**config.mk**
```make
export PLATFORM = sky130hd
export DESIGN_NAME = decoder_scan_n
export DESIGN_NICKNAME = d
export VERILOG_FILES = /design/src/rtl/decoder_scan_n.sv
export SDC_FILE = /design/constraint.sdc
export NUM_CORES = 1
export LEC_CHECK = 0
export CAP_MARGIN = 15
export CORE_ASPECT_RATIO = 2
export CORE_MARGIN = 4
export CORE_UTILIZATION = 45
export DETAILED_ROUTE_END_ITERATION = 12
export PLACE_DENSITY_LB_ADDON = 0.3
export SYNTH_ARGS = -nofsm -noshare
export SYNTH_HDL_FRONTEND = slang
export SYNTH_SLANG_ARGS = --single-unit
```
**constraint.sdc**
```tcl
create_clock -name clk -period 2.17 [get_ports clk]
set_input_delay 0.3255 -clock clk [delete_from_list [all_inputs] [get_ports clk]]
set_output_delay 0.3255 -clock clk [all_outputs]
set_load 0.005 [all_outputs]
```
**src/rtl/decoder_scan_n.sv**
```systemverilog
// Registered N-to-2^N decoder with three-pin enable and built-in address sequencer
// (static, scan up, scan down, one-shot sweep) paced by a dwell prescaler.
module decoder_scan_n #(
  parameter int ADDR_W  = 3,
  parameter bit ACT_LOW = 1'b1,
  parameter int DIV_W   = 16
) (
  input  logic                     clk,
  input  logic                     rst_n,
  input  logic                     g1,
  input  logic                     g2a_n,
  input  logic                     g2b_n,
  input  logic [1:0]               mode,
  input  logic [ADDR_W-1:0]        addr,
  input  logic [DIV_W-1:0]         dwell,
  output logic [(1<<ADDR_W)-1:0]   y,
  output logic [ADDR_W-1:0]        cur_addr,
  output logic                     wrap,
  output logic                     done,
  output logic [2:0]               state_dbg
);

  localparam int NOUT = 1 << ADDR_W;
  localparam logic [NOUT-1:0] INACT = {NOUT{ACT_LOW}};

  typedef enum logic [2:0] {
    S_IDLE   = 3'd0,
    S_STATIC = 3'd1,
    S_UP     = 3'd2,
    S_DN     = 3'd3,
    S_RUN    = 3'd4,
    S_DONE   = 3'd5
  } state_t;

  state_t              state_q;
  logic [1:0]          mode_q;
  logic [DIV_W-1:0]    presc_q;
  logic [ADDR_W-1:0]   cur_addr_q;
  logic [NOUT-1:0]     y_q;
  logic                wrap_q;
  logic                done_q;

  logic                sel;
  logic                entry;
  logic                expire;
  logic [ADDR_W-1:0]   addr_up;
  logic [ADDR_W-1:0]   addr_dn;
  logic                at_top;
  logic                at_bot;
  state_t              entry_state;

  function automatic logic [NOUT-1:0] dec(input logic [ADDR_W-1:0] a);
    logic [NOUT-1:0] oh;
    oh    = '0;
    oh[a] = 1'b1;
    return ACT_LOW ? ~oh : oh;
  endfunction

  assign sel     = g1 & ~g2a_n & ~g2b_n;
  // Leaving reset counts as a mode entry, so IDLE is treated like a mode change.
  assign entry   = (state_q == S_IDLE) || (mode != mode_q);
  assign expire  = (presc_q >= dwell);
  assign addr_up = cur_addr_q + 1'b1;
  assign addr_dn = cur_addr_q - 1'b1;
  assign at_top  = &cur_addr_q;
  assign at_bot  = ~|cur_addr_q;

  always_comb begin
    entry_state = S_STATIC;
    case (mode)
      2'b00:   entry_state = S_STATIC;
      2'b01:   entry_state = S_UP;
      2'b10:   entry_state = S_DN;
      default: entry_state = S_RUN;
    endcase
  end

  always_ff @(posedge clk or negedge rst_n) begin
    if (!rst_n) begin
      state_q    <= S_IDLE;
      mode_q     <= 2'b00;
      presc_q    <= '0;
      cur_addr_q <= '0;
      y_q        <= INACT;
      wrap_q     <= 1'b0;
      done_q     <= 1'b0;
    end else if (!sel) begin
      y_q    <= INACT;
      wrap_q <= 1'b0;
      done_q <= 1'b0;
    end else begin
      wrap_q <= 1'b0;
      done_q <= 1'b0;
      if (entry) begin
        mode_q     <= mode;
        state_q    <= entry_state;
        presc_q    <= '0;
        cur_addr_q <= addr;
        y_q        <= dec(addr);
      end else begin
        case (state_q)
          S_STATIC: begin
            presc_q    <= '0;
            cur_addr_q <= addr;
            y_q        <= dec(addr);
          end
          S_UP, S_DN, S_RUN: begin
            if (!expire) begin
              presc_q <= presc_q + 1'b1;
              y_q     <= dec(cur_addr_q);
            end else begin
              presc_q <= '0;
              if (state_q == S_UP) begin
                cur_addr_q <= addr_up;
                y_q        <= dec(addr_up);
                wrap_q     <= at_top;
              end else if (state_q == S_DN) begin
                cur_addr_q <= addr_dn;
                y_q        <= dec(addr_dn);
                wrap_q     <= at_bot;
              end else if (at_top) begin
                state_q <= S_DONE;
                done_q  <= 1'b1;
                y_q     <= INACT;
              end else begin
                cur_addr_q <= addr_up;
                y_q        <= dec(addr_up);
              end
            end
          end
          default: y_q <= INACT;
        endcase
      end
    end
  end

  assign y         = y_q;
  assign cur_addr  = cur_addr_q;
  assign wrap      = wrap_q;
  assign done      = done_q;
  assign state_dbg = state_q;

endmodule
```
==> results of run 1 <==
==> area by class of cell <==
| class | instances | area [sq um] | share of cell area, % |
|---|---|---|---|
| sequential | 34 | 862.1 | 23.04 |
| clock inverter | 1 | 30.03 | 0.8024 |
| multi-input combinational | 229 | 1760 | 47.04 |
| clock buffer | 7 | 76.32 | 2.039 |
| timing repair buffer | 91 | 844.6 | 22.57 |
| tap | 60 | 75.07 | 2.006 |
| inverter | 25 | 93.84 | 2.508 |
==> worst paths after layout <==
path / start / to / slack (ns) / cells after the start
setup / recovery: dwell[3] / y[4] / 0.07 / 9
hold / removal: rst_n / cur_addr[1] / 0.43 / 2
setup reg to reg: presc_q[14] / y[4] / 0.12 / 8
hold reg to reg: mode_q[0] / mode_q[0] / 0.54 / 1
max in group asynchronous: rst_n / y[7] / 1.37 / 2
min in group clk: mode_q[0] / mode_q[0] / 0.54 / 1
==> cell usage in the layout, fill, tap and decap left out, types with 4 or more instances in the layout <==
cell type	count
mux2_2	5
inv_2	6
buf_6	4
dfstp_2	8
nand3_1	5
xor2_1	7
a31oi_1	6
o22a_1	4
dlymetal6s2s_1	4
nand2_1	28
dfrtp_1	25
xnor2_1	10
o21ai_2	4
ha_4	8
nor2_1	40
clkbuf_8	5
clkdlybuf4s50_1	34
buf_4	43
a21oi_2	6
nand4_1	4
a21oi_1	6
ha_1	14
nor3_1	18
o21ai_0	7
inv_1	19
==> metrics by stage <==
step           setup slack, ns  utilization, %  area, sq um
2_1_floorplan           0.1505               -         2550
3_3_place_gp           -0.4672           61.37         3356
3_5_place_dp           -0.4930           61.37         3356
4_1_cts              -0.005214           65.84         3600
5_1_grt              -0.009855           68.44         3742
6_report               0.07205           68.44         3742
==> where the power goes <==
| part | internal (mW) | switching (mW) |
|---|---|---|
| logic | 0.476 | 0.542 |
| registers | 0.696 | 0.0860 |
| clock network | 0.344 | 0.243 |
==> kinds of logic (layout without fill, tap and decap cells) <==
group / Yosys count / in the layout / synth area share, %
AO/OA/AOI/OAI: 56 / 56 / 14.48
flip-flops: 34 / 34 / 33.76
buffers and inverters: 40 / 124 / 7.017
XOR/XNOR: 17 / 17 / 5.839
multiplexers: 10 / 10 / 4.269
adder cells (fa/ha/maj): 24 / 24 / 11.78
AND/OR/NAND/NOR: 122 / 122 / 22.87
==> registers in the layout (all words and copies together), names as in the netlist <==
signal and count:
presc_q 16, y 8, cur_addr 3, state_dbg 3
mode_q 2, done 1, wrap 1
==> layer usage <==
layer / up-vias / GRT usage [%] / part of all wire [%]
li1: 1222 / - / -
met1: 1201 / 18.47 / 33
met2: 63 / 41.65 / 59
met3: 24 / 3.837 / 3.1
met4: 0 / 11.00 / 4.4
met5: - / 0 / 0
==> worst reg2reg max path: stages (launching register included) <==
cell,delay (ns)
dfrtp_1,0.41
ha_4,0.29
and4_4,0.25
buf_6,0.09
o211ai_1,0.11
o21ai_2,0.18
buf_6,0.16
mux2_4,0.31
a32oi_2,0.16
==> timing repair <==
item	4_1_cts	5_1_grt
endpoints found under the setup margin	27	30
resized for setup	28	30
hold endpoints to repair	0	0
cloned	0	0
buffers inserted	1	1
hold buffers	0	0
pin swaps	16	17
==> results.ini, run 1 <==
[status]
status = finished, final reports clean

[sta]
fmax_mhz = 476.7
timing.final.crit_share_pct = 96.68
fin_worst_skew_ns = 0.005015
final.min_clock_period_ns = 2.098
slew_viol_final = 0
holdWs_ns = 0.4311
rsz0062_at_grt = yes
finalSetupViolCount = 0
worst_pin_slew_ns = 0.5991
relSlewSlack_pct = 59.64
setup_tns_ns = 0
hold_violations = 0

[min_path]
hold_path_class = in2async

[grt]
grt_pass1_vias = 2517
grt_max_degree = 35
grt_overflow = 0
grt_pass1_wl_mm = 11.12
antenna_found_initial = 0
grt.total_usage_pct = 21.23

[yosys]
postSynth.asyncResetShare_pct = 100.0
synth_seq_cells = 34
yosysSeqAreaShare_pct = 33.76
ys.warnings.count = 0
synth_top_cell_by_area = dfrtp_1
netlist.area_leader.share_pct = 25.52
synth_area_sq_um = 2550
synth_common_cells = nor2_1, nand2_1, dfrtp_1, inv_1, ha_1
synthCells = 303
synth_nets = 353
synth_area_leaders = dfrtp_1, ha_1, dfstp_2
synth_edf_count = 0
yosysMostFrequentCell = nor2_1
yosysUniqueCellTypes = 48
syn_avg_cell_area_sq_um = 8.416
synth_ff_type = dfrtp_1

[critical_path]
path_class = in2reg
path_delay_family = compound AO/OA/AOI/OAI gates
path_cells = clkdlybuf4s50_1 > inv_1 > ha_1 > o21a_1 > a211oi_2 > o21ai_2 > buf_6 > mux2_4 > a32oi_2
critical_path.max_fanout = 7
crit_buf_inv = 3
start_kind = input port
max_stage_delay_ns = 0.45
end_kind = flop
worst_ep_required_time_ns = 2.39
crit_arrival_ns = 2.32
critPathSlowestCell = clkdlybuf4s50_1

[detailed_routing]
post_drt_wl_per_cell_um = 15.85
drt-pass1-iter-count = 4
ant_nets = 0
remaining_drc_errors = 0
drt-initial-drc-count = 60
vias = 2510
wl_mm = 7.087
vias_per_cell = 5.615

[cts]
root_buffer = clkbuf_8
cts_tree = done
clock_sinks = 34
clkTransAtPathRegs_ns = 0.07
numCtsBuffers = 5
clockBufferDepth = 2
clock_latency_ns = 0.30
htree_levels = 2

[die]
die_h_um = 114.5
die_w_um = 61.23
std_cell_rows = 38
io_pins = 42
core_area_sq_um = 5468
die_area_sq_um = 7008
start_util_pct = 46.64

[power_and_ir_drop]
peakVddDrop_v = 0.0007120
p_per_area_nw_per_um2 = 637.7
total_power_mw = 2.387
power.leakage_nw = 1.667

[cells_and_area]
n_fill_cell = 436
antenna_cells = 0
area_growth_pct = 46.76
stdcell_count = 447
finalNetCount = 436
drive_gt1_share_pct = 29.46

[run]
maxCapViolations = 0

[placement]
routabilityCongestion = 0.9008
dp_hpwl_mm = 5.361
port_buffers = 41
dp.cells = 438

Power figures use the tool's default switching activity.
==> run 2, diff against run 1 <==
PLACE_DENSITY_LB_ADDON = 0.2   (was 0.3)
==> run 2 against run 1 <==
Against the previous run:
- maximum frequency fell by 1.5%
- cell area decreased by 0.90%
- global-route usage is 0.68 points higher
- first-iteration DRC count shrank 10%
- cell count shrank 0.67%
- worst setup slack got worse by 0.031 ns
- hold slack improved by 0.0067 ns
- sequential power is 0.6% higher
- largest cell class unchanged
- largest power group unchanged
==> results.ini, run 2 (synthesis gave the netlist of run 1 again) <==
[power_and_ir_drop]
p_per_area_nw_per_um2 = 623.4
power_frac_seq_pct = 34.1
total_power_mw = 2.312
pwr-share-clk_pct = 23.9
p_int_mw = 1.488
peakVddDrop_v = 0.0006813
p_sw_uw = 823.9
power_frac_comb_pct = 42.0
swShare_pct = 35.64
power.leakage_nw = 1.683

[detailed_routing]
vias = 2478
drt-pass1-iter-count = 4
vias_per_cell = 5.581
drt-initial-drc-count = 54
post_drt_wl_per_cell_um = 15.89
ant_nets = 0
remaining_drc_errors = 0
wl_mm = 7.057

[sta]
hold_violations = 0
fmax_mhz = 469.7
slew_viol_final = 0
final.min_clock_period_ns = 2.129
worst_pin_slew_ns = 0.4521
finalSetupViolCount = 0
fin_worst_skew_ns = 0.006803
relSlewSlack_pct = 69.54
timing.final.crit_share_pct = 98.11
rsz0062_at_grt = yes
setup_tns_ns = 0

[grt]
grt_max_degree = 35
grt.total_usage_pct = 21.92
grt_overflow = 0
grt_pass1_vias = 2560
antenna_found_initial = 0
grt_pass1_wl_mm = 11.34

[critical_path]
reg2reg_to = y[4]
crit_arrival_ns = 2.34
end_kind = flop
worst_ep_required_time_ns = 2.38
reg2reg_depth = 8
critical_path.max_fanout = 6
start_kind = input port
rrSetupSlack_ns = 0.06
critPathCapture = y[4]
r2r_start = presc_q[13]
path_class = in2reg
startpoint = dwell[6]

[min_path]
hold_path_class = in2async

[cts]
clock_sinks = 34
clockBufferDepth = 2
cts_tree = done
clkTransAtPathRegs_ns = 0.07
clock_latency_ns = 0.29
numCtsBuffers = 5
htree_levels = 2
root_buffer = clkbuf_8

[placement]
dp.cells = 431
port_buffers = 41
dp_hpwl_mm = 5.304
routabilityCongestion = 0.8813

[die]
die_h_um = 114.5
core_area_sq_um = 5468
std_cell_rows = 38
die_w_um = 61.23
die_area_sq_um = 7008
start_util_pct = 46.64
io_pins = 42

[cells_and_area]
final_common_cell = buf_4
fin_util_pct = 67.83
antenna_cells = 0
regMostFlops = presc_q
finalNetCount = 433
n_fill_cell = 453
drive_gt1_share_pct = 30.47
stdcell_count = 444
largest_reg_flops = 16
area_growth_pct = 45.44
final_cell_mix = buf_4, nor2_1, clkdlybuf4s50_1, nand2_1, dfrtp_1

[status]
status = finished, final reports clean

[run]
maxCapViolations = 0

run 2: cell count changes in the layout (fill, tap and decap cells not counted), moves of 3 or more:
cell	before	now
ha_1	14	11
clkdlybuf4s50_1	34	31
clkbuf_8	5	8
dlymetal6s2s_1	4	9
buf_6	4	1
nor4_1	1	4
run 2: stage by stage:
step           cell area, sq um  worst slack, ns  hold WS (ns)
2_1_floorplan              2550           0.1505       0.02991
3_3_place_gp               3278          -0.5605        0.5097
3_5_place_dp               3278          -0.5838        0.5201
4_1_cts                    3503         -0.03565        0.4694
5_1_grt                    3709         -0.02457        0.4884
6_report                   3709          0.04106        0.4378
run 2: final cells by class:
type / instances / area, sq um / area share, %
tap: 60 / 75.07 / 2.024
timing repair buffer: 88 / 798.3 / 21.52
sequential: 34 / 862.1 / 23.25
inverter: 25 / 93.84 / 2.530
clock buffer: 8 / 110.1 / 2.969
multi-input combinational: 229 / 1769 / 47.71
run 2: how the worst min path moves through the flow:
stage	from	end	slack, ns	cells past startpoint
2_1_floorplan	rst_n	cur_addr[0]	0.03	0
3_3_place_gp	mode_q[0]	mode_q[0]	0.51	1
3_5_place_dp	mode_q[0]	mode_q[0]	0.52	1
4_1_cts	rst_n	state_dbg[0]	0.47	2
5_1_grt	rst_n	cur_addr[1]	0.49	2
6_report	rst_n	cur_addr[1]	0.44	2
run 2: critical path, stage by stage:
cell             delay (ns)
clkdlybuf4s50_1        0.46
inv_1                  0.07
ha_4                   0.27
nand3_2                0.09
nand2_4                0.09
o211ai_1               0.14
o21ai_2                0.23
buf_6                  0.18
mux2_4                 0.31
a32oi_2                0.17
run 2: power groups by stage:
stage                     clock network (mW)  registers, mW  logic [mW]
after floorplan                            0          0.753       0.604
after global placement                     0          0.793       0.907
after detailed placement                   0          0.795       0.918
after CTS                              0.564          0.784       0.938
after global routing                   0.599          0.797        1.08
final                                  0.553          0.787       0.972
run 2: timing repair:
action,CTS,global route
gates resized for setup,20,43
endpoints found under the setup margin,30,30
pin swaps,10,17
gates cloned,1,0
endpoints found under the hold margin,0,0
hold buffers,0,0
buffers inserted,1,3
run 2: layer usage:
metal | part of all wire (%) | wire, um | vias up | GRT usage (%)
met5 | 0 | 0 | - | 0
met2 | 57 | 4002 | 62 | 38.97
met3 | 3.5 | 249 | 34 | 3.837
li1 | - | - | 1216 | -
met1 | 32 | 2290 | 1166 | 20.03
met4 | 7.3 | 514 | 0 | 17.80
